[config.mk]
export PLATFORM = sky130hd
export DESIGN_NAME = hex_display_scan
export DESIGN_NICKNAME = d
export VERILOG_FILES = /design/src/rtl/display_pkg.sv /design/src/rtl/hex_to_7seg.sv /design/src/rtl/hex_display_scan.sv
export SDC_FILE = /design/constraint.sdc
export NUM_CORES = 1
export LEC_CHECK = 0
export ABC_AREA = 0
export BUFFER_PORTS_ARGS = -buffer_cell sky130_fd_sc_hd__buf_4
export CAP_MARGIN = 10
export CORE_ASPECT_RATIO = 1.5
export CORE_MARGIN = 2
export CORE_UTILIZATION = 52
export CTS_CLUSTER_SIZE = 8
export DETAILED_ROUTE_END_ITERATION = 10
export GPL_TIMING_DRIVEN = 0
export PLACE_DENSITY = 0.75
export REMOVE_ABC_BUFFERS = 1
export SLEW_MARGIN = 20
export SYNTH_ARGS = -nofsm -noshare
export SYNTH_HDL_FRONTEND = slang
export SYNTH_SLANG_ARGS = --single-unit
[constraint.sdc]
create_clock -name clk -period 2.3 [get_ports clk]
set_input_delay 0 -clock clk [delete_from_list [all_inputs] [get_ports clk]]
set_output_delay 0 -clock clk [all_outputs]
set_load 0.02 [all_outputs]
[src/rtl/display_pkg.sv]
`timescale 1ns/1ps
`default_nettype none
// ============================================================================
//  Module      : display_pkg
//  Description : Shared types and constants for the 7-segment scan driver:
//                FSM state encoding, the all-off segment pattern and the
//                hex-to-segment (gfedcba, active-low) lookup table.
//  Revision    : 1.0 - initial release
// ============================================================================
package display_pkg;

   // Scan FSM states
   typedef enum logic [1:0] {
      LOAD    = 2'd0,
      GUARD_S = 2'd1,
      SHOW    = 2'd2
   } state_t;

   // All cathodes released (active low)
   localparam logic [6:0] SEG_BLANK = 7'h7F;

   // Entry k is the active-low gfedcba pattern for hex digit k
   // (listed from F down to 0 because the leftmost element is the MSB slice)
   localparam logic [15:0][6:0] HEX_SEG_TABLE = {
      7'h0E, 7'h06, 7'h21, 7'h46,   // F E d C
      7'h03, 7'h08, 7'h10, 7'h00,   // b A 9 8
      7'h78, 7'h02, 7'h12, 7'h19,   // 7 6 5 4
      7'h30, 7'h24, 7'h79, 7'h40    // 3 2 1 0
   };

endpackage
`default_nettype wire

[src/rtl/hex_to_7seg.sv]
`timescale 1ns/1ps
`default_nettype none
// ============================================================================
//  Module      : hex_to_7seg
//  Description : Combinational decode of one hex nibble into active-low
//                segment drives (bit 0 = a ... bit 6 = g).
//  Revision    : 1.0 - initial release
// ============================================================================
module hex_to_7seg
   import display_pkg::*;
(
   input  logic [3:0] i_nibble,
   output logic [6:0] o_seg_n
);

   // Straight table lookup; every nibble value has a defined glyph
   always_comb begin
      o_seg_n = HEX_SEG_TABLE[i_nibble];
   end

endmodule
`default_nettype wire

[src/rtl/hex_display_scan.sv]
`timescale 1ns/1ps
`default_nettype none
// ============================================================================
//  Module      : hex_display_scan
//  Description : Time-multiplexed driver for a common-anode 7-segment display.
//                Shadows the value once per frame, then scans each hex digit
//                through a guard (all anodes off) and a show interval.
//                Optional leading-zero blanking and per-digit decimal points.
//                All pin outputs are registered.
//  Revision    : 1.0 - initial release
// ============================================================================
module hex_display_scan
   import display_pkg::*;
#(
   parameter int N           = 16,
   parameter int REFRESH_DIV = 100_000,
   parameter int GUARD       = 2_000
) (
   input  logic             clk,
   input  logic             reset,
   input  logic [N-1:0]     ToDisplay,
   input  logic             blank_lz,
   input  logic [N/4-1:0]   dp_mask,
   output logic [N/4-1:0]   anodes,
   output logic [6:0]       segments,
   output logic             dp,
   output logic             frame_done
);

   localparam int c_digits = N / 4;
   localparam int c_cnt_w  = (REFRESH_DIV > 1) ? $clog2(REFRESH_DIV) : 1;
   localparam int c_idx_w  = (c_digits > 1) ? $clog2(c_digits) : 1;

   localparam logic [c_cnt_w-1:0] c_cnt_one    = c_cnt_w'(1);
   localparam logic [c_cnt_w-1:0] c_guard_last = c_cnt_w'(GUARD - 1);
   localparam logic [c_cnt_w-1:0] c_slot_last  = c_cnt_w'(REFRESH_DIV - 1);
   localparam logic [c_idx_w-1:0] c_idx_one    = c_idx_w'(1);
   localparam logic [c_idx_w-1:0] c_idx_last   = c_idx_w'(c_digits - 1);

   // FSM and frame-shadow state
   state_t                state_q,  state_d;
   logic [c_cnt_w-1:0]    cnt_q,    cnt_d;
   logic [c_idx_w-1:0]    idx_q,    idx_d;
   logic [N-1:0]          shadow_q, shadow_d;
   logic                  lz_en_q,  lz_en_d;
   logic [c_digits-1:0]   dp_q,     dp_d;
   // Set when the last slot of a frame ends; turned into frame_done in LOAD
   logic                  pend_q,   pend_d;

   // Registered pin drives
   logic [c_digits-1:0]   anodes_q,     anodes_d;
   logic [6:0]            segments_q,   segments_d;
   logic                  dp_out_q,     dp_out_d;
   logic                  frame_done_q, frame_done_d;

   // Current-digit selections
   logic [3:0]            w_nibble;
   logic [6:0]            w_seg;
   logic [c_digits-1:0]   w_blank;
   logic [c_digits-1:0]   w_onehot;
   logic                  w_blank_cur;
   logic                  w_dp_cur;

   // Leading-zero mask: digit i blanks when it and all digits above are zero
   always_comb begin
      logic upper_zero;
      w_blank    = '0;
      upper_zero = 1'b1;
      for (int i = c_digits - 1; i >= 0; i--) begin
         upper_zero = upper_zero & (shadow_q[i*4 +: 4] == 4'h0);
         if (i > 0) begin
            w_blank[i] = lz_en_q & upper_zero;
         end
      end
   end

   // Select the nibble, blank flag, dp bit and anode position of digit idx
   always_comb begin
      w_nibble    = 4'h0;
      w_blank_cur = 1'b0;
      w_dp_cur    = 1'b0;
      w_onehot    = '0;
      for (int i = 0; i < c_digits; i++) begin
         if (idx_q == c_idx_w'(i)) begin
            w_nibble    = shadow_q[i*4 +: 4];
            w_blank_cur = w_blank[i];
            w_dp_cur    = dp_q[i];
            w_onehot[i] = 1'b1;
         end
      end
   end

   hex_to_7seg u_hex_to_7seg (
      .i_nibble (w_nibble),
      .o_seg_n  (w_seg)
   );

   // Scan sequencing: LOAD -> (GUARD_S -> SHOW) per digit -> LOAD
   always_comb begin
      state_d  = state_q;
      cnt_d    = cnt_q;
      idx_d    = idx_q;
      shadow_d = shadow_q;
      lz_en_d  = lz_en_q;
      dp_d     = dp_q;
      pend_d   = pend_q;
      case (state_q)
         LOAD: begin
            // Only place the inputs are sampled, so a frame never tears
            shadow_d = ToDisplay;
            lz_en_d  = blank_lz;
            dp_d     = dp_mask;
            idx_d    = '0;
            cnt_d    = '0;
            pend_d   = 1'b0;
            state_d  = GUARD_S;
         end
         GUARD_S: begin
            cnt_d = cnt_q + c_cnt_one;
            if (cnt_q == c_guard_last) begin
               state_d = SHOW;
            end
         end
         SHOW: begin
            if (cnt_q == c_slot_last) begin
               cnt_d = '0;
               if (idx_q == c_idx_last) begin
                  pend_d  = 1'b1;
                  state_d = LOAD;
               end else begin
                  idx_d   = idx_q + c_idx_one;
                  state_d = GUARD_S;
               end
            end else begin
               cnt_d = cnt_q + c_cnt_one;
            end
         end
         default: begin
            state_d = LOAD;
         end
      endcase
   end

   // Pin drives for the next cycle, derived from the present FSM state
   always_comb begin
      anodes_d     = '1;
      segments_d   = SEG_BLANK;
      dp_out_d     = 1'b1;
      frame_done_d = (state_q == LOAD) && pend_q;
      if ((state_q == SHOW) && !w_blank_cur) begin
         anodes_d   = ~w_onehot;
         segments_d = w_seg;
         dp_out_d   = ~w_dp_cur;
      end
   end

   // State and output registers; reset forces every pin to its idle level
   always_ff @(posedge clk or posedge reset) begin
      if (reset) begin
         state_q      <= LOAD;
         cnt_q        <= '0;
         idx_q        <= '0;
         shadow_q     <= '0;
         lz_en_q      <= 1'b0;
         dp_q         <= '0;
         pend_q       <= 1'b0;
         anodes_q     <= '1;
         segments_q   <= SEG_BLANK;
         dp_out_q     <= 1'b1;
         frame_done_q <= 1'b0;
      end else begin
         state_q      <= state_d;
         cnt_q        <= cnt_d;
         idx_q        <= idx_d;
         shadow_q     <= shadow_d;
         lz_en_q      <= lz_en_d;
         dp_q         <= dp_d;
         pend_q       <= pend_d;
         anodes_q     <= anodes_d;
         segments_q   <= segments_d;
         dp_out_q     <= dp_out_d;
         frame_done_q <= frame_done_d;
      end
   end

   assign anodes     = anodes_q;
   assign segments   = segments_q;
   assign dp         = dp_out_q;
   assign frame_done = frame_done_q;

endmodule
`default_nettype wire

==> results of run 1 <==
[per-layer routing]
metal / vias up / global-route usage (%)
met5: - / 0
met3: 12 / 3.82
met4: 0 / 6.59
met2: 48 / 39.4
li1: 1160 / -
met1: 1215 / 25.9
[cells in the final DEF, fill, tap and decap left out, types with 2 or more instances in the layout]
master and instances:
nor2b_1 6, buf_4 40, dlygate4sd3_1 22, inv_1 14, nand3_1 15, mux2i_1 8, nor3b_1 2, o311ai_0 3
or4_1 2, nand2b_1 2, nor3_1 3, o22ai_1 2, clkbuf_16 2, a221o_1 2, nor4_1 3, ha_1 10
a211oi_1 4, dfrtp_1 44, o21ai_0 16, clkbuf_8 5, and2_1 2, and3_1 5, o21ai_1 3, nand3b_1 3
dfstp_2 12, nand2_1 35, nor2_1 11, o21a_1 2, a21oi_1 9, ha_2 5, a22o_1 5, mux2_2 21
o221ai_1 5
[cell type report]
class                           instances  area (µm²)
Fill cell                             461        1950
Multi-Input combinational cell        206        1520
Sequential cell                        56        1420
Timing Repair Buffer                   63         536
Clock buffer                            8         123
Tap cell                               72        90.1
Inverter                               16        62.6
[metrics by stage]
| stage | setup slack, ns | util [%] | TNS [ns] |
|---|---|---|---|
| floorplan | 0.231 | - | 0 |
| global placement | -0.131 | 57.9 | -0.181 |
| detailed placement | -0.152 | 57.9 | -0.374 |
| CTS | -0.0266 | 64.4 | -0.0266 |
| global route | -0.137 | 65.8 | -0.193 |
| finish | 0.0923 | 65.8 | 0 |
[power groups by stage]
stage	logic, W	clock network [W]	registers, W
2_1_floorplan	0.0000644	0	0.00103
3_3_place_gp	0.000107	0	0.00103
3_5_place_dp	0.000113	0	0.00104
4_1_cts	0.000145	0.000683	0.00102
5_1_grt	0.000163	0.000721	0.00102
6_report	0.000147	0.000667	0.00102
[kinds of logic (layout without fill, tap and decap cells)]
logic type	Yosys count	count (layout)	share of synthesized area [%]
DFF	56	56	46.9
xor gates and xnor gates	1	1	0.290
buffers and inverters	30	87	4.35
muxes	29	29	10.5
and+or+nand+nor	97	97	17.1
AOI/OAI and AO/OA	64	64	14.7
adders and majority gates	15	15	6.22
[path summary, 6_finish.rpt]
path	start	endpoint	slack [ns]	cells past startpoint
max	cnt_q[12]	cnt_q[5]	0.09	5
max in group asynchronous	reset	shadow_q[15]	1.48	3
min in group clk	dp_mask[2]	dp_q[2]	0.46	3
min reg2reg	pend_q	frame_done	0.49	1
max reg2reg	cnt_q[12]	cnt_q[5]	0.09	5
min	reset	cnt_q[4]	0.36	3
[sequential cells by signal, indices dropped and copies added, names as in the netlist]
register	cells
dp	1
dp_q	4
segments	7
frame_done	1
state_q	2
pend_q	1
anodes	4
cnt_q	17
idx_q	2
lz_en_q	1
shadow_q	16
[what timing repair did]
action | 4_1_cts | 5_1_grt
hold buffers | 22 | 0
buffers inserted | 1 | 4
gates cloned | 0 | 0
setup endpoints to repair | 11 | 15
hold endpoints to repair | 65 | 0
pin swaps | 1 | 1
resized for setup | 4 | 9
[worst max-delay path: stages (launching register included)]
cell	delay [ns]
dfrtp_1	0.47
or4b_4	0.58
nand4b_4	0.24
a31oi_2	0.48
o21ai_1	0.13
a22o_1	0.19
==> impl_results.md, run 1 <==
- RSZ-0062 raised after global routing: true
- Min Tclk post-route: 2.21 ns
- Leak: 1.63 nW
- WP data arrival: approximately 2.4 ns
- Crit Path Category: flop to flop
- Final Skew: 0.0121 ns
- Largest net degree at the start of global routing: 57
- Area post-placement: 3300 µm²
- Die height: 97.3 µm
- Max layer used: met4
- Distinct cells, synth: 52
- Detailed placement HPWL: around 4500 µm
- DIE WIDTH: 66.2 µm
- Antenna Nets Post-Route: 0
- RD Place Congestion: 0.878
- All-Layer GR Usage: a little over a fifth
- Synth area leaders: dfrtp_1, dfstp_2, mux2_2, ha_1, nand2_1
- H-tree depth: 2
- Fmax: 453 MHz
- Post-Syn Area: 3020 µm²
- Met3 WL: ~180 µm
- Worst Tran Pin Value: 0.721 ns
- Root Driver: clkbuf_8
- Count leader, synth: dfrtp_1
- M1 wire length: 2750 µm
- Final hold viol count: 0
- Max cap viols: 0
- Flop and latch count out of synthesis: 56
- EDFF count, synth: 0
- Sw power: just under 0.0004 W
- Worst Setup Start Kind: flop
- Area leader, netlist: dfrtp_1
- Clock buffer depth: 2
- Inserted Clock Buffers: 5
- # diodes: 0
- Vias in the first global route: about 2.4k
- CTS clock-pin slew for the worst setup and hold paths: roughly 0.1 ns
- Layout area overhead: 24.2%
- Crit path max fanout: 7
- Drt total wl: 6710 µm
- Mapped Cells: 292
- Outcome: finished clean
- Avg WL per Cell: around 16 µm
- Synth async-reset ratio: 100%
- Effective utilization at floorplan: between 50% and 60%
- I/O pin count: 36
- Drc violations: 0
- Core ar.: approximately 5700 µm²
- Share of cells above drive strength 1: 28.4%
- Share of power burned in registers: a little under three fifths
- Die area: around 6400 µm²
- DP Cell Count: 385
- Final instance area: 3750 µm²
- Rows: 34
- CTS tree: built
- Clock group share of total power: between 30 and 40%
- Top cells by count, synth: dfrtp_1, nand2_1, mux2_2
- Latest clock arrival within the worst-skew pair: 0.31 ns
- Cell Pwr Density: 488 nW/µm²
- Hold_ws: around 0.36 ns
- Synth Warn #: 0
- I/O Buffers: 35
- Share of the synthesized area in the top cell type: between 30 and 40%
- Grt total ovfl: 0
- Via count: between 2k and 2.5k
- Maximum VDD drop: 341 µV
- Post-synthesis sequential area ratio: 46.9%
- Mapped Avg Cell Area: 10.3 µm²
- Net Sw Frac: a little over a fifth
- First-pass GRT wire length: approximately 11000 µm
- Wire length on met2: 3640 µm
- DR iter-0 viols: 158
- Internal Power: 0.00143 W
- Clock sink count: 56
- Final Instance Count excl. Fillers: 421
- Detailed Routing Iterations Pass 1: 4
- Ys flop type: dfrtp_1
- Setup violators final: 0
- Slew Viols, Final: 0
- Initial antenna violation count: 0
- Total power: 0.00183 W
- Crit share post-route: 96.0%
- Worst path required time: 2.49 ns
- Routed vias/inst: about 5.8
- Worst hold path type: input port to async pin
- Gate power share: 8.0%
- CP Capture Type: flop
- Final nets: between 300 and 400
- Rel. slew slack: 51.5%
Note: power is estimated with default switching activity, not from simulation.
==> inputs of run 2 (changes only) <==
==> constraint.sdc (replaced) <==
create_clock -name clk -period 2.3 [get_ports clk]
set_input_delay 0.115 -clock clk [delete_from_list [all_inputs] [get_ports clk]]
set_output_delay 0.115 -clock clk [all_outputs]
set_load 0.02 [all_outputs]
==> run 2 against run 1 <==
Net effect: sequential power about the same; worst hold slack worse by 0.33 ns; highest routed layer unchanged; design area down 5.9%; clock-buffer cell count unchanged; largest power group unchanged; via count down 3.7%.
==> impl_results.md, run 2 (synthesized netlist as in run 1, its figures left out) <==
- Worst reg-to-reg path cell count: 5
- DP Cell Count: 385
- Grt total ovfl: 0
- Cell Pwr Density: between 500 and 600 nW/µm²
- CP Cell Sequence: or4b_4 > nand4b_4 > a31oi_2 > o21ai_1 > a22o_1
- Rows: 34
- Worst path max stage delay: a little under 0.6 ns
- Initial antenna violation count: 0
- Fin Setup TNS: 0 ns
- Worst hold stages: 2
- Leak: 1.53 nW
- Outcome: finished clean
- Worst path required time: 2.50 ns
- RSZ-0062 raised after global routing: true
- Critical path's slowest cell: or4b_4
- Slew Viols, Final: 0
- Final hold viol count: 0
- Effective utilization at floorplan: 53.0%
- Core ar.: 5700 µm²
- Largest net degree at the start of global routing: 57
- Maximum VDD drop: 341 µV
- Antenna Nets Post-Route: 0
- RR Endpoint: cnt_q[5]
- Worst Tran Pin Value: 0.724 ns
- Inserted Clock Buffers: 5
- Min Tclk post-route: 2.20 ns
- Detailed placement HPWL: 4460 µm
- Most frequent cells in the layout: dfrtp_1, buf_4, nand2_1, mux2_2, o21ai_0
- RD Place Congestion: between 0.8 and 0.9
- Die height: 97.3 µm
- Vias in the first global route: 2303
- Commonest non-fill, non-tap cell in the layout: dfrtp_1
- Area occupied by multi-input gates: 1530 µm²
- All-Layer GR Usage: 20.9%
- Layout area overhead: 16.8%
- Clock buffer depth: 2
- DR iter-0 viols: 162
- Final Skew: 0.00951 ns
- Max cap viols: 0
- I/O pin count: 36
- R2R Setup Slk: 0.10 ns
- I/O Buffers: 35
- Setup WS pre-CTS: -0.152 ns
- Final nets: 364
- CTS tree: built
- Via count: 2344
- Fmax: 455 MHz
- Max FFs per register: 17
- Worst hold path type: input port to flop
- Worst Setup Start Kind: flop
- Crit share post-route: 95.5%
- CP Capture Type: flop
- DIE WIDTH: 66.2 µm
- Final Instance Count excl. Fillers: 399
- Drc violations: 0
- Fin worst setup slack: 0.103 ns
- Sink of the worst hold path: shadow_q[3]
- Root Driver: clkbuf_8
- H-tree depth: 2
- # diodes: 0
- Crit path max fanout: 7
- Die area: 6440 µm²
- Avg WL per Cell: 16.3 µm
- Share of cells above drive strength 1: between 30 and 40%
- Top reg by flops: cnt_q
- CTS clock-pin slew for the worst setup and hold paths: 0.10 ns
- Clock sink count: 56
- Rel. slew slack: 51.3%
- Routed vias/inst: roughly 5.9
- Detailed Routing Iterations Pass 1: 5
- WP data arrival: around 2.4 ns
- Critical R2R Launch: cnt_q[12]
- First-pass GRT wire length: 10500 µm
- Filler cells: 486
- Hold wc startpoint: ToDisplay[3]
- Drt total wl: 6500 µm
- Latest clock arrival within the worst-skew pair: 0.31 ns
- Register area: 1420 µm²
- Crit Path Category: flop to flop
- Setup violators final: 0
run 2: cell count changes in the layout (fill, tap and decap cells not counted):
| cell | before | now |
|---|---|---|
| buf_8 | 1 | 0 |
| ha_1 | 10 | 9 |
| dlygate4sd3_1 | 22 | 1 |
| ha_2 | 5 | 6 |
run 2: stage by stage:
| step | power [W] | hold slack (ns) | utilization (%) | area, µm² |
|---|---|---|---|---|
| 6_report | 0.00181 | 0.0307 | 61.9 | 3530 |
| 2_1_floorplan | 0.00109 | 0.236 | - | 2950 |
| 3_3_place_gp | 0.00114 | 0.335 | 57.9 | 3300 |
| 4_1_cts | 0.00182 | 0.0221 | 60.7 | 3460 |
| 3_5_place_dp | 0.00115 | 0.279 | 57.9 | 3300 |
| 5_1_grt | 0.00187 | 0.0129 | 61.9 | 3530 |
run 2: what timing repair did:
item | in CTS | in global routing
hold endpoints to repair | 44 | 0
setup buffers | 1 | 4
resized for setup | 4 | 9
endpoints found under the setup margin | 11 | 15
cloned | 0 | 0
pin swaps | 1 | 1
hold buffers | 1 | 0
run 2: cell type report:
class | count | area share (%)
multi-input cells | 206 | 43.2
flip-flops and latches | 56 | 40.2
repair buffers | 41 | 8.80
clock buffers | 8 | 3.48
well taps | 72 | 2.55
inverters | 16 | 1.77
run 2: routing by layer:
metal  GRT usage [%]  wire length, µm
met2            36.8             3490
met5               0                0
met3            3.94              208
met4            7.69              166
met1            24.4             2640
run 2: worst max-delay path by stage:
stage,startpoint,end,cells past startpoint
after CTS,idx_q[1],segments[3],11
final,cnt_q[12],cnt_q[5],5
after floorplan,idx_q[0],segments[3],11
after detailed placement,idx_q[0],segments[3],11
after global placement,idx_q[0],segments[3],11
after global routing,idx_q[0],segments[3],11
run 2: critical path, delay by kind of cell, from the launching register on:
kind,cells,cell delay [ns]
AND/OR/NAND/NOR,2,0.82
AO/OA/AOI/OAI,3,0.80
flip-flops,1,0.47
run 2: report_power, final:
group	switching [W]	internal (W)	total (W)	leakage [nW]
sequential	0.0000134	0.00100	0.00102	0.677
clock	0.000322	0.000348	0.000670	0.0618
combinational	0.0000598	0.0000585	0.000118	0.790
total	0.000395	0.00141	0.00181	1.53
==> inputs of run 3 (changes only) <==
Settings changed: CORE_UTILIZATION 52 to 53, PLACE_DENSITY 0.75 to 0.76, SETUP_SLACK_MARGIN set to 0.4, SYNTH_HIERARCHICAL set to 1.
==> run 3 against run 2 <==
Net effect: the flow now finishes with violations (setup timing); critical path depth up 8; clock skew is 0.0018 ns higher; setup slack worse by 0.36 ns; core utilization is 14 points higher; via count is 14% higher; routed wire length increased by 34%; largest cell class unchanged.
==> impl_results.md, run 3 <==
- Outcome: finished with violations
- Violated checks: setup timing
- I/O pin count: 36
- Hold wc startpoint: ToDisplay[7]
- Clock buffer depth: 2
- RR Endpoint: segments[0]
- RSZ-0062 raised after global routing: true
- Detailed Routing Iterations Pass 1: 4
- Flop and latch count out of synthesis: 56
- Grt met1 use: 27.2%
- Rel. slew slack: 53.1%
- Routed vias/inst: between 5 and 6
- Core ar.: 5700 µm²
- # diodes: 0
- Ys flop type: dfrtp_1
- Post-Syn Area: between 3000 and 4000 µm²
- Effective utilization at floorplan: 54.0%
- CP Cell Sequence: inv_2 > ha_4 > nor2b_4 > a22oi_2 > nor2_2 > a21oi_2 > o21ai_2 > buf_6 > ha_4 > and2b_2 > or3b_1 > o21ai_1 > nand2b_1
- CTS tree: built
- Mapped Avg Cell Area: about 10 µm²
- Drc violations: 0
- Synth Warn #: 6
- Critical Path End: segments[0]
- Worst path max stage delay: 0.46 ns
- Clock sink count: 56
- Most frequent cells in the layout: buf_4, dfrtp_1, nand2_1, mux2_2, nor2_1
- Synth async-reset ratio: 100%
- Worst path required time: between 2 and 3 ns
- Share of the synthesized area in the top cell type: between 30% and 40%
- Final Skew: 0.0113 ns
- Avg WL per Cell: about 19 µm
- GRT met2 Usage: 48.1%
- Crit-path most repeated cell: ha_4
- Inserted Clock Buffers: 5
- Final hold viol count: 0
- First-pass GRT wire length: around 13000 µm
- Setup WS pre-CTS: -1.00 ns
- CP Launch Point: idx_q[0]
- Fmax: about 390 MHz
- Worst Tran Pin Value: 0.704 ns
- Leak: 1.83 nW
- Fin worst setup slack: -0.254 ns
- Top reg by flops: cnt_q
- Drt total wl: 8720 µm
- Global routing's busiest layer: met2
- Vias in the first global route: about 2.7k
- Initial antenna violation count: 0
- Layout area overhead: 41.5%
- Distinct cells, synth: 50
- Largest net degree at the start of global routing: 57
- I/O Buffers: 35
- Grt total ovfl: 0
- Via count: 2661
- CTS clock-pin slew for the worst setup and hold paths: 0.11 ns
- Critical R2R Launch: idx_q[0]
- Critical path's slowest cell: dfrtp_2
- RD Place Congestion: 0.836
- Crit Path Category: flop to flop
- Commonest non-fill, non-tap cell in the layout: buf_4
- Share of cells above drive strength 1: 52.0%
- R2R Setup Slk: -0.25 ns
- Kind of cell adding the most delay to the critical path: simple AND/OR/NAND/NOR gates
- Antenna Nets Post-Route: 0
- Final nets: 419
- Mapped Cells: 298
- DIE WIDTH: approximately 66 µm
- Worst Setup Start Kind: flop
- Count leader, synth: dfrtp_1
- Root Driver: clkbuf_8
- Cell Pwr Density: 431 nW/µm²
- Post-synthesis sequential area ratio: 46.1%
- Min Tclk post-route: about 2.6 ns
- Setup violators final: 7
- Synth area leaders: dfrtp_1, dfstp_2, mux2_2, ha_1, nand2_1
- Die area: roughly 6400 µm²
- Max FFs per register: 17
- All-Layer GR Usage: 25.8%
- Slew Viols, Final: 0
- Crit path max fanout: 4
- WP depth: 13
- Maximum VDD drop: 322 µV
- CP Capture Type: flop
- Die height: 97.3 µm
- Max cap viols: 0
- Fin util: 76.3%
- Worst hold path type: input port to flop
- Crit share post-route: 111%
- Rows: 34
- WP data arrival: about 2.8 ns
- EDFF count, synth: 0
- DR iter-0 viols: 230
- Latest clock arrival within the worst-skew pair: 0.32 ns
- Top cells by count, synth: dfrtp_1, nand2_1, mux2_2
- WP buf/inv: 2
- M3 GR Usage: 4.40%
- Detailed placement HPWL: 4180 µm
- Worst reg-to-reg path cell count: 13
- Area leader, netlist: dfrtp_1
- H-tree depth: 2
==> run 3: cell types whose count changed after synthesis, sizes merged, moves of 6 or more <==
| cell | previous run | this run |
|---|---|---|
| nand3 | 15 | 6 |
| nor2 | 11 | 20 |
| or4 | 2 | 13 |
| a211oi | 6 | 0 |
| nand2 | 35 | 26 |
| a21oi | 9 | 17 |
==> run 3: worst min-delay path by stage <==
stage	endpoint	slack, ns	cells after the start
3_3_place_gp	shadow_q[8]	0.35	2
4_1_cts	shadow_q[0]	0.02	2
6_report	shadow_q[7]	0.02	2
3_5_place_dp	shadow_q[6]	0.28	2
5_1_grt	shadow_q[7]	0.01	2
2_1_floorplan	dp_q[0]	0.27	1
==> run 3: final cells by class <==
class	instances	area, µm²
timing repair buffer	88	749
tap	72	90.1
multi-input combinational	210	1890
fill	370	1350
sequential	56	1420
inverter	19	73.8
clock buffer	8	123
==> run 3: what timing repair did <==
item,4_1_cts,5_1_grt
hold buffers,1,0
resized for setup,65,31
endpoints found under the hold margin,44,0
endpoints found under the setup margin,50,30
cloned,2,1
setup buffers,34,17
pin swaps,15,14
==> run 3: kinds of logic (layout without fill, tap and decap cells) <==
family | count (synthesis) | count (layout) | share of synthesized area [%]
AND/OR/NAND/NOR | 100 | 100 | 18.4
AO/OA/AOI/OAI | 60 | 62 | 12.7
flip-flops | 56 | 56 | 46.1
buffers and inverters | 34 | 115 | 4.60
multiplexers | 29 | 29 | 10.9
adder cells (fa/ha/maj) | 16 | 16 | 6.51
XOR/XNOR | 3 | 3 | 0.855
==> run 3: metal layers <==
metal	routed length, µm	part of all wire (%)	up-vias
li1	-	-	1223
met1	3090	35	1321
met2	4910	56	83
met3	293	3.4	34
met4	427	4.9	0
met5	0	0	-
==> run 3: power by group <==
part / switching [W] / leakage (nW) / internal (W)
sequential: 0.0000158 / 0.670 / 0.00100
clock: 0.000340 / 0.0618 / 0.000349
combinational: 0.0000782 / 1.10 / 0.0000910
total: 0.000434 / 1.83 / 0.00144
==> run 3: metrics by stage <==
| stage | hold slack, ns | setup TNS, ns | power [W] | cells | cell area [µm²] |
|---|---|---|---|---|---|
| finish | 0.0206 | -0.844 | 0.00188 | 453 | 4350 |
| global route | 0.0124 | -1.44 | 0.00193 | 453 | 4350 |
| CTS | 0.0245 | -0.409 | 0.00185 | 435 | 4100 |
| detailed placement | 0.281 | -5.36 | 0.00116 | 390 | 3360 |
| global placement | 0.349 | -5.62 | 0.00115 | 390 | 3360 |
| floorplan | 0.267 | -2.87 | 0.00111 | 283 | 3010 |
